### config.mk
export PLATFORM = sky130hd
export DESIGN_NAME = i2c_regmap_ctrl
export DESIGN_NICKNAME = d
export VERILOG_FILES = /design/src/rtl/i2c_regmap_pkg.sv /design/src/rtl/i2c_regmap_file.sv /design/src/rtl/i2c_regmap_ctrl.sv
export SDC_FILE = /design/constraint.sdc
export NUM_CORES = 1
export LEC_CHECK = 0
export BUFFER_PORTS_ARGS = -buffer_cell sky130_fd_sc_hd__buf_2
export CAP_MARGIN = 10
export CORE_MARGIN = 2
export CORE_UTILIZATION = 47
export CTS_CLUSTER_SIZE = 10
export DETAILED_ROUTE_END_ITERATION = 6
export GPL_TIMING_DRIVEN = 0
export PLACE_DENSITY = 0.8
export SYNTH_ARGS = -nofsm -noshare
export SYNTH_HDL_FRONTEND = slang
export SYNTH_HIERARCHICAL = 1
export SYNTH_SLANG_ARGS = --single-unit
### constraint.sdc
create_clock -name clk -period 5.4 [get_ports clk]
set_input_delay 0.81 -clock clk [delete_from_list [all_inputs] [get_ports clk]]
set_output_delay 0.81 -clock clk [all_outputs]
set_load 0.02 [all_outputs]
### src/rtl/i2c_regmap_pkg.sv
// Shared write-FSM state type and pointer-advance helper for i2c_regmap_ctrl.
// Build option: define I2C_REGMAP_AUTOINC_EN for burst (auto-increment) pointer behaviour.
package i2c_regmap_pkg;

  typedef enum logic {
    ST_PTR  = 1'b0,
    ST_DATA = 1'b1
  } wr_state_e;

  // Widest pointer supported (128 registers); callers slice down to their PW.
  localparam int unsigned PTR_MAX_W = 7;

  function automatic logic [PTR_MAX_W-1:0] ptr_next(input logic [PTR_MAX_W-1:0] ptr,
                                                     input int unsigned num_regs);
    logic [PTR_MAX_W-1:0] mask;
    mask = PTR_MAX_W'(num_regs - 1);
`ifdef I2C_REGMAP_AUTOINC_EN
    return (ptr + 1'b1) & mask;
`else
    return ptr & mask;
`endif
  endfunction

endpackage

### src/rtl/i2c_regmap_file.sv
// NUM_REGS x 8 register storage with one write port, an RO-aware read mux and
// a flattened view of the contents.
module i2c_regmap_file
  import i2c_regmap_pkg::*;
#(
  parameter int unsigned          NUM_REGS  = 16,
  parameter int unsigned          PW        = $clog2(NUM_REGS),
  parameter logic [NUM_REGS-1:0]  RO_MASK   = 16'hF000,
  parameter logic [7:0]           RESET_VAL = 8'h00
) (
  input  logic                  clk,
  input  logic                  rst,
  input  logic                  we,
  input  logic [PW-1:0]         waddr,
  input  logic [7:0]            wdata,
  input  logic [PW-1:0]         raddr,
  input  logic [8*NUM_REGS-1:0] status_in,
  output logic [7:0]            rd_data,
  output logic [8*NUM_REGS-1:0] regs_out
);

  logic [7:0] mem_q [NUM_REGS];
  logic [7:0] mem_d [NUM_REGS];

  always_comb begin
    for (int i = 0; i < NUM_REGS; i++) mem_d[i] = mem_q[i];
    // Read-only slots are never written, so they keep RESET_VAL in the file.
    if (we && !RO_MASK[waddr]) mem_d[waddr] = wdata;
  end

  always_ff @(posedge clk) begin
    for (int i = 0; i < NUM_REGS; i++) begin
      if (rst) mem_q[i] <= RESET_VAL;
      else     mem_q[i] <= mem_d[i];
    end
  end

  always_comb begin
    rd_data = RO_MASK[raddr] ? status_in[{raddr, 3'b000} +: 8] : mem_q[raddr];
    for (int i = 0; i < NUM_REGS; i++) regs_out[8*i +: 8] = mem_q[i];
  end

endmodule

### src/rtl/i2c_regmap_ctrl.sv
// Register-map controller between the I2C slave byte streams and the chip.
// Build option: I2C_REGMAP_AUTOINC_EN enables pointer auto-increment (burst access).
module i2c_regmap_ctrl
  import i2c_regmap_pkg::*;
#(
  parameter int unsigned          NUM_REGS  = 16,
  parameter logic [NUM_REGS-1:0]  RO_MASK   = 16'hF000,
  parameter logic [7:0]           RESET_VAL = 8'h00,
  localparam int unsigned         PW        = $clog2(NUM_REGS)
) (
  input  logic                  clk,
  input  logic                  rst,
  input  logic [7:0]            rx_tdata,
  input  logic                  rx_tvalid,
  output logic                  rx_tready,
  input  logic                  rx_tlast,
  output logic [7:0]            tx_tdata,
  output logic                  tx_tvalid,
  input  logic                  tx_tready,
  output logic                  tx_tlast,
  input  logic [8*NUM_REGS-1:0] status_in,
  output logic [8*NUM_REGS-1:0] regs_out,
  output logic                  wr_pulse,
  output logic [PW-1:0]         wr_addr,
  output logic [7:0]            wr_data
);

  wr_state_e            state_q, state_d;
  logic [PW-1:0]        ptr_q, ptr_d;
  logic                 rx_tready_q;
  logic                 refill_q, refill_d;
  logic                 tx_tvalid_q, tx_tvalid_d;
  logic [7:0]           tx_tdata_q, tx_tdata_d;
  logic                 wr_pulse_q, wr_pulse_d;
  logic [PW-1:0]        wr_addr_q, wr_addr_d;
  logic [7:0]           wr_data_q, wr_data_d;
  logic                 rx_fire, tx_fire, wr_en;
  logic [PTR_MAX_W-1:0] ptr_ext, ptr_adv_ext;
  logic [7:0]           rd_data;

  i2c_regmap_file #(
    .NUM_REGS (NUM_REGS),
    .PW       (PW),
    .RO_MASK  (RO_MASK),
    .RESET_VAL(RESET_VAL)
  ) u_file (
    .clk      (clk),
    .rst      (rst),
    .we       (wr_en),
    .waddr    (ptr_q),
    .wdata    (rx_tdata),
    .raddr    (ptr_q),
    .status_in(status_in),
    .rd_data  (rd_data),
    .regs_out (regs_out)
  );

  always_comb begin
    rx_fire     = rx_tvalid && rx_tready_q;
    tx_fire     = tx_tvalid_q && tx_tready;
    ptr_ext     = '0;
    ptr_ext[PW-1:0] = ptr_q;
    ptr_adv_ext = ptr_next(ptr_ext, NUM_REGS);

    state_d    = state_q;
    ptr_d      = ptr_q;
    wr_en      = 1'b0;
    wr_pulse_d = 1'b0;
    wr_addr_d  = wr_addr_q;
    wr_data_d  = wr_data_q;

    // An accepted rx byte owns the pointer; a same-cycle tx advance is dropped.
    if (rx_fire) begin
      if (state_q == ST_PTR) begin
        ptr_d   = rx_tdata[PW-1:0];
        state_d = rx_tlast ? ST_PTR : ST_DATA;
      end else begin
        wr_en      = !RO_MASK[ptr_q];
        wr_pulse_d = wr_en;
        if (wr_en) begin
          wr_addr_d = ptr_q;
          wr_data_d = rx_tdata;
        end
        ptr_d = ptr_adv_ext[PW-1:0];
        if (rx_tlast) state_d = ST_PTR;
      end
    end else if (tx_fire) begin
      ptr_d = ptr_adv_ext[PW-1:0];
    end

    // The first cycle out of reset counts as a refill so reg 0 gets prefetched.
    refill_d    = rx_fire || tx_fire || !rx_tready_q;
    tx_tvalid_d = tx_tvalid_q;
    tx_tdata_d  = tx_tdata_q;
    if (refill_d) begin
      tx_tvalid_d = 1'b0;
    end else if (refill_q) begin
      tx_tvalid_d = 1'b1;
      tx_tdata_d  = rd_data;
    end
  end

  always_ff @(posedge clk) begin
    if (rst) begin
      state_q     <= ST_PTR;
      ptr_q       <= '0;
      rx_tready_q <= 1'b0;
      refill_q    <= 1'b0;
      tx_tvalid_q <= 1'b0;
      tx_tdata_q  <= '0;
      wr_pulse_q  <= 1'b0;
      wr_addr_q   <= '0;
      wr_data_q   <= '0;
    end else begin
      state_q     <= state_d;
      ptr_q       <= ptr_d;
      rx_tready_q <= 1'b1;
      refill_q    <= refill_d;
      tx_tvalid_q <= tx_tvalid_d;
      tx_tdata_q  <= tx_tdata_d;
      wr_pulse_q  <= wr_pulse_d;
      wr_addr_q   <= wr_addr_d;
      wr_data_q   <= wr_data_d;
    end
  end

  assign rx_tready = rx_tready_q;
  assign tx_tvalid = tx_tvalid_q;
  assign tx_tdata  = tx_tdata_q;
  assign tx_tlast  = 1'b0;
  assign wr_pulse  = wr_pulse_q;
  assign wr_addr   = wr_addr_q;
  assign wr_data   = wr_data_q;

endmodule
==> metrics <==
status=finished, final reports clean; worst slew pin tran=773.8 ps; hold buffers post-CTS=0; FF-to-FF Start=ptr_q[0]; final setup fails=0; Slew Limit Fails=0; post-synthesis simple-gate area fraction=16.05%; total of max-cap violations=0; Total GRT Usage=28.72%; reg-to-reg slack, setup=3040 ps; sw frac=23.77%; vias=6211; HP Class=reg2reg; sequential area share after synthesis=48.42%; Root Buffer=clkbuf_16; post-synth top area share=48.42%; crit path from=ptr_q[0]; row cnt=43; most numerous cell in the Yosys netlist=dfxtp_1; synthesis-to-layout area growth=27.43%; Worst slew margin=48.41%; largest family of logic cells by synthesized area=multiplexers; CP Class=reg2reg; Primary FF master, synth=dfxtp_1; grt ovf=0; H-tree depth=4; vias in the first global route=5883; Max FO, Critical Path=10; NetSw=0.0006028 W; total routed wirelength=between 20000 and 25000 um; Routed Antenna Nets=0; Final #Nets=1048; # fillers=1201; Leakage=3.758 nW; CTS buffer count=17; top cells by count, synth=dfxtp_1 (158), nand2_1 (102), mux2i_1 (89); syn nets=834; clock transition at the registers of the reported paths=60 ps; syn avg cell area=9.426 sq um; Comb pwr share=6.2%; reg2reg end=tx_tdata[6]; share of layout cells above drive strength 1=29.13%; Avg WL per Cell=19.24 um; P_int=0.001934 W; final setup TNS=0 ps; xor/xnor share of the synthesized area=0%; arrival time at the worst endpoint=2680 ps; biggest area consumer among synthesized cells=dfxtp_1; port buffer count=~200; Post-synth ARST share=0%; drt drc=0; Ports=roughly 300; Tmin final=roughly 2400 ps; post-CTS setup buffers=0; Ant. Diodes=0; GP Congestion=between 0.9 and 1; Seq cells post-synth=158; Startpoint Class=flop; PwrDens=a little over 300 mW/mm^2; TritonCTS clock tree=built; register share of total power=about 47%; final setup skew=10.32 ps; mapped cell area=around 0.0065 sq mm; largest cells by area after synthesis=dfxtp_1 (48%), mux2i_1 (14%), nand2_1 (5.9%), mux4_2 (5.5%), a21oi_1 (5.4%); Setup crit end=tx_tdata[6]; Max Clk Rate=between 400 and 500 MHz; synthesized instance count=693; mux share of post-synthesis cell area=19.15%; initial core utilization=about 48%; Adder-Cell Fraction of Synth Area=0%; first-pass GRT wire length=approximately 32000 um; critical path endpoint category=flop; Max Buffers Root-to-Sink=2; core area=between 0.01 and 0.015 sq mm; antenna violations before repair=0; Die X=121.9 um; CTS Sinks=158; peak supply drop=0.2141 mV; drt initial violations=710; RSZ-0062 raised after global routing=no; Via density=5.646; Req. time, crit path=around 5700 ps; clock network power share=47.2%; final hold violations=0; # resized after CTS=0; clock latency on the worst-skew pair=430 ps; largest net degree at the start of global routing=17; Pre-antenna DRT Iters=6; Die ar.=0.01486 sq mm; Post-synth EDFFs=0; synth warn=6; final core occ=60.67%; period utilisation layout=43.69%; Die Ht=121.9 um; FF-to-FF path depth=7; Synth Area in Compound Gates=11.97%; synth unique cells=30; dpl hpwl=15170 um
sequential cells by signal, summed over array words and instances (netlist names), named ones only:
name and cells:
tx_tdata 8, wr_addr 4, wr_pulse 1, u_file/mem_q 128, wr_data 8, tx_tvalid 1
refill_q 1, state_q 1, ptr_q 4, rx_tready 1
worst min path at each step:
stage / start / endpoint / slack [ps] / cells after the start
3_5_place_dp: tx_tdata[5] / tx_tdata[5] / 450 / 2
2_1_floorplan: refill_q / tx_tvalid / 450 / 2
5_1_grt: u_file/mem_q[13][0] / u_file/mem_q[13][0] / 480 / 1
4_1_cts: tx_tdata[7] / tx_tdata[7] / 460 / 2
3_3_place_gp: tx_tdata[2] / tx_tdata[2] / 440 / 2
6_report: wr_data[7] / wr_data[7] / 450 / 2
cell usage in the layout (no fill, tap or decap), types with 19 or more instances in the layout:
master / instances
nand2_1: 102
dfxtp_1: 158
nor2_1: 54
a21oi_1: 70
a22oi_1: 19
clkbuf_1: 37
buf_2: 203
o21ai_0: 56
mux2i_1: 89
nor2b_1: 35
critical path, stage by stage (launching register included):
cell     delay [ps]
dfxtp_1         530
buf_2           380
buf_2           370
mux4_2          380
mux2i_1         270
o21ai_0         140
nand2_1          80
mux2i_1          70
power groups by stage:
stage	clock network (W)	registers [W]	logic [W]
final	0.00120	0.00118	0.000158
after detailed placement	0	0.00121	0.000154
after global placement	0	0.00121	0.000152
after global routing	0.00125	0.00118	0.000168
after floorplan	0	0.00121	0.0000888
after CTS	0.00121	0.00118	0.000154
stage by stage:
step / area, sq um / setup slack (ps) / hold WS [ps] / power, W / instances
after floorplan: 6533 / 3268 / 449.5 / 0.001298 / 693
after global placement: 7734 / 2857 / 439.7 / 0.001358 / 1068
after detailed placement: 7734 / 2800 / 448.3 / 0.001361 / 1068
after CTS: 8324 / 3107 / 456.7 / 0.002544 / 1100
after global routing: 8324 / 2942 / 476.7 / 0.002604 / 1100
final: 8324 / 3041 / 454.3 / 0.002536 / 1100
logic make-up after synthesis:
logic type	Yosys count
AND/OR/NAND/NOR	225
flip-flops	158
AO/OA/AOI/OAI	146
multiplexers	105
buffers and inverters	58
other	1
layout make-up:
type,count,area (sq um),share of cell area (%)
Buffer,56,276.5,3.322
Clock buffer,20,456.7,5.486
Clock inverter,12,133.9,1.608
Inverter,2,7.507,0.09018
Multi-Input combinational cell,477,3085,37.07
Sequential cell,158,3163,38.00
Tap cell,180,225.2,2.706
Timing Repair Buffer,195,975.9,11.72
layer usage:
| layer | global-route usage, % | share of wire, % | up-vias |
|---|---|---|---|
| met3 | 9.270 | 12 | 63 |
| met4 | 13.79 | 3.6 | 0 |
| li1 | - | - | 2820 |
| met2 | 44.66 | 46 | 422 |
| met5 | 0 | 0 | - |
| met1 | 36.13 | 39 | 2906 |
(Power assumes the default switching activity.)
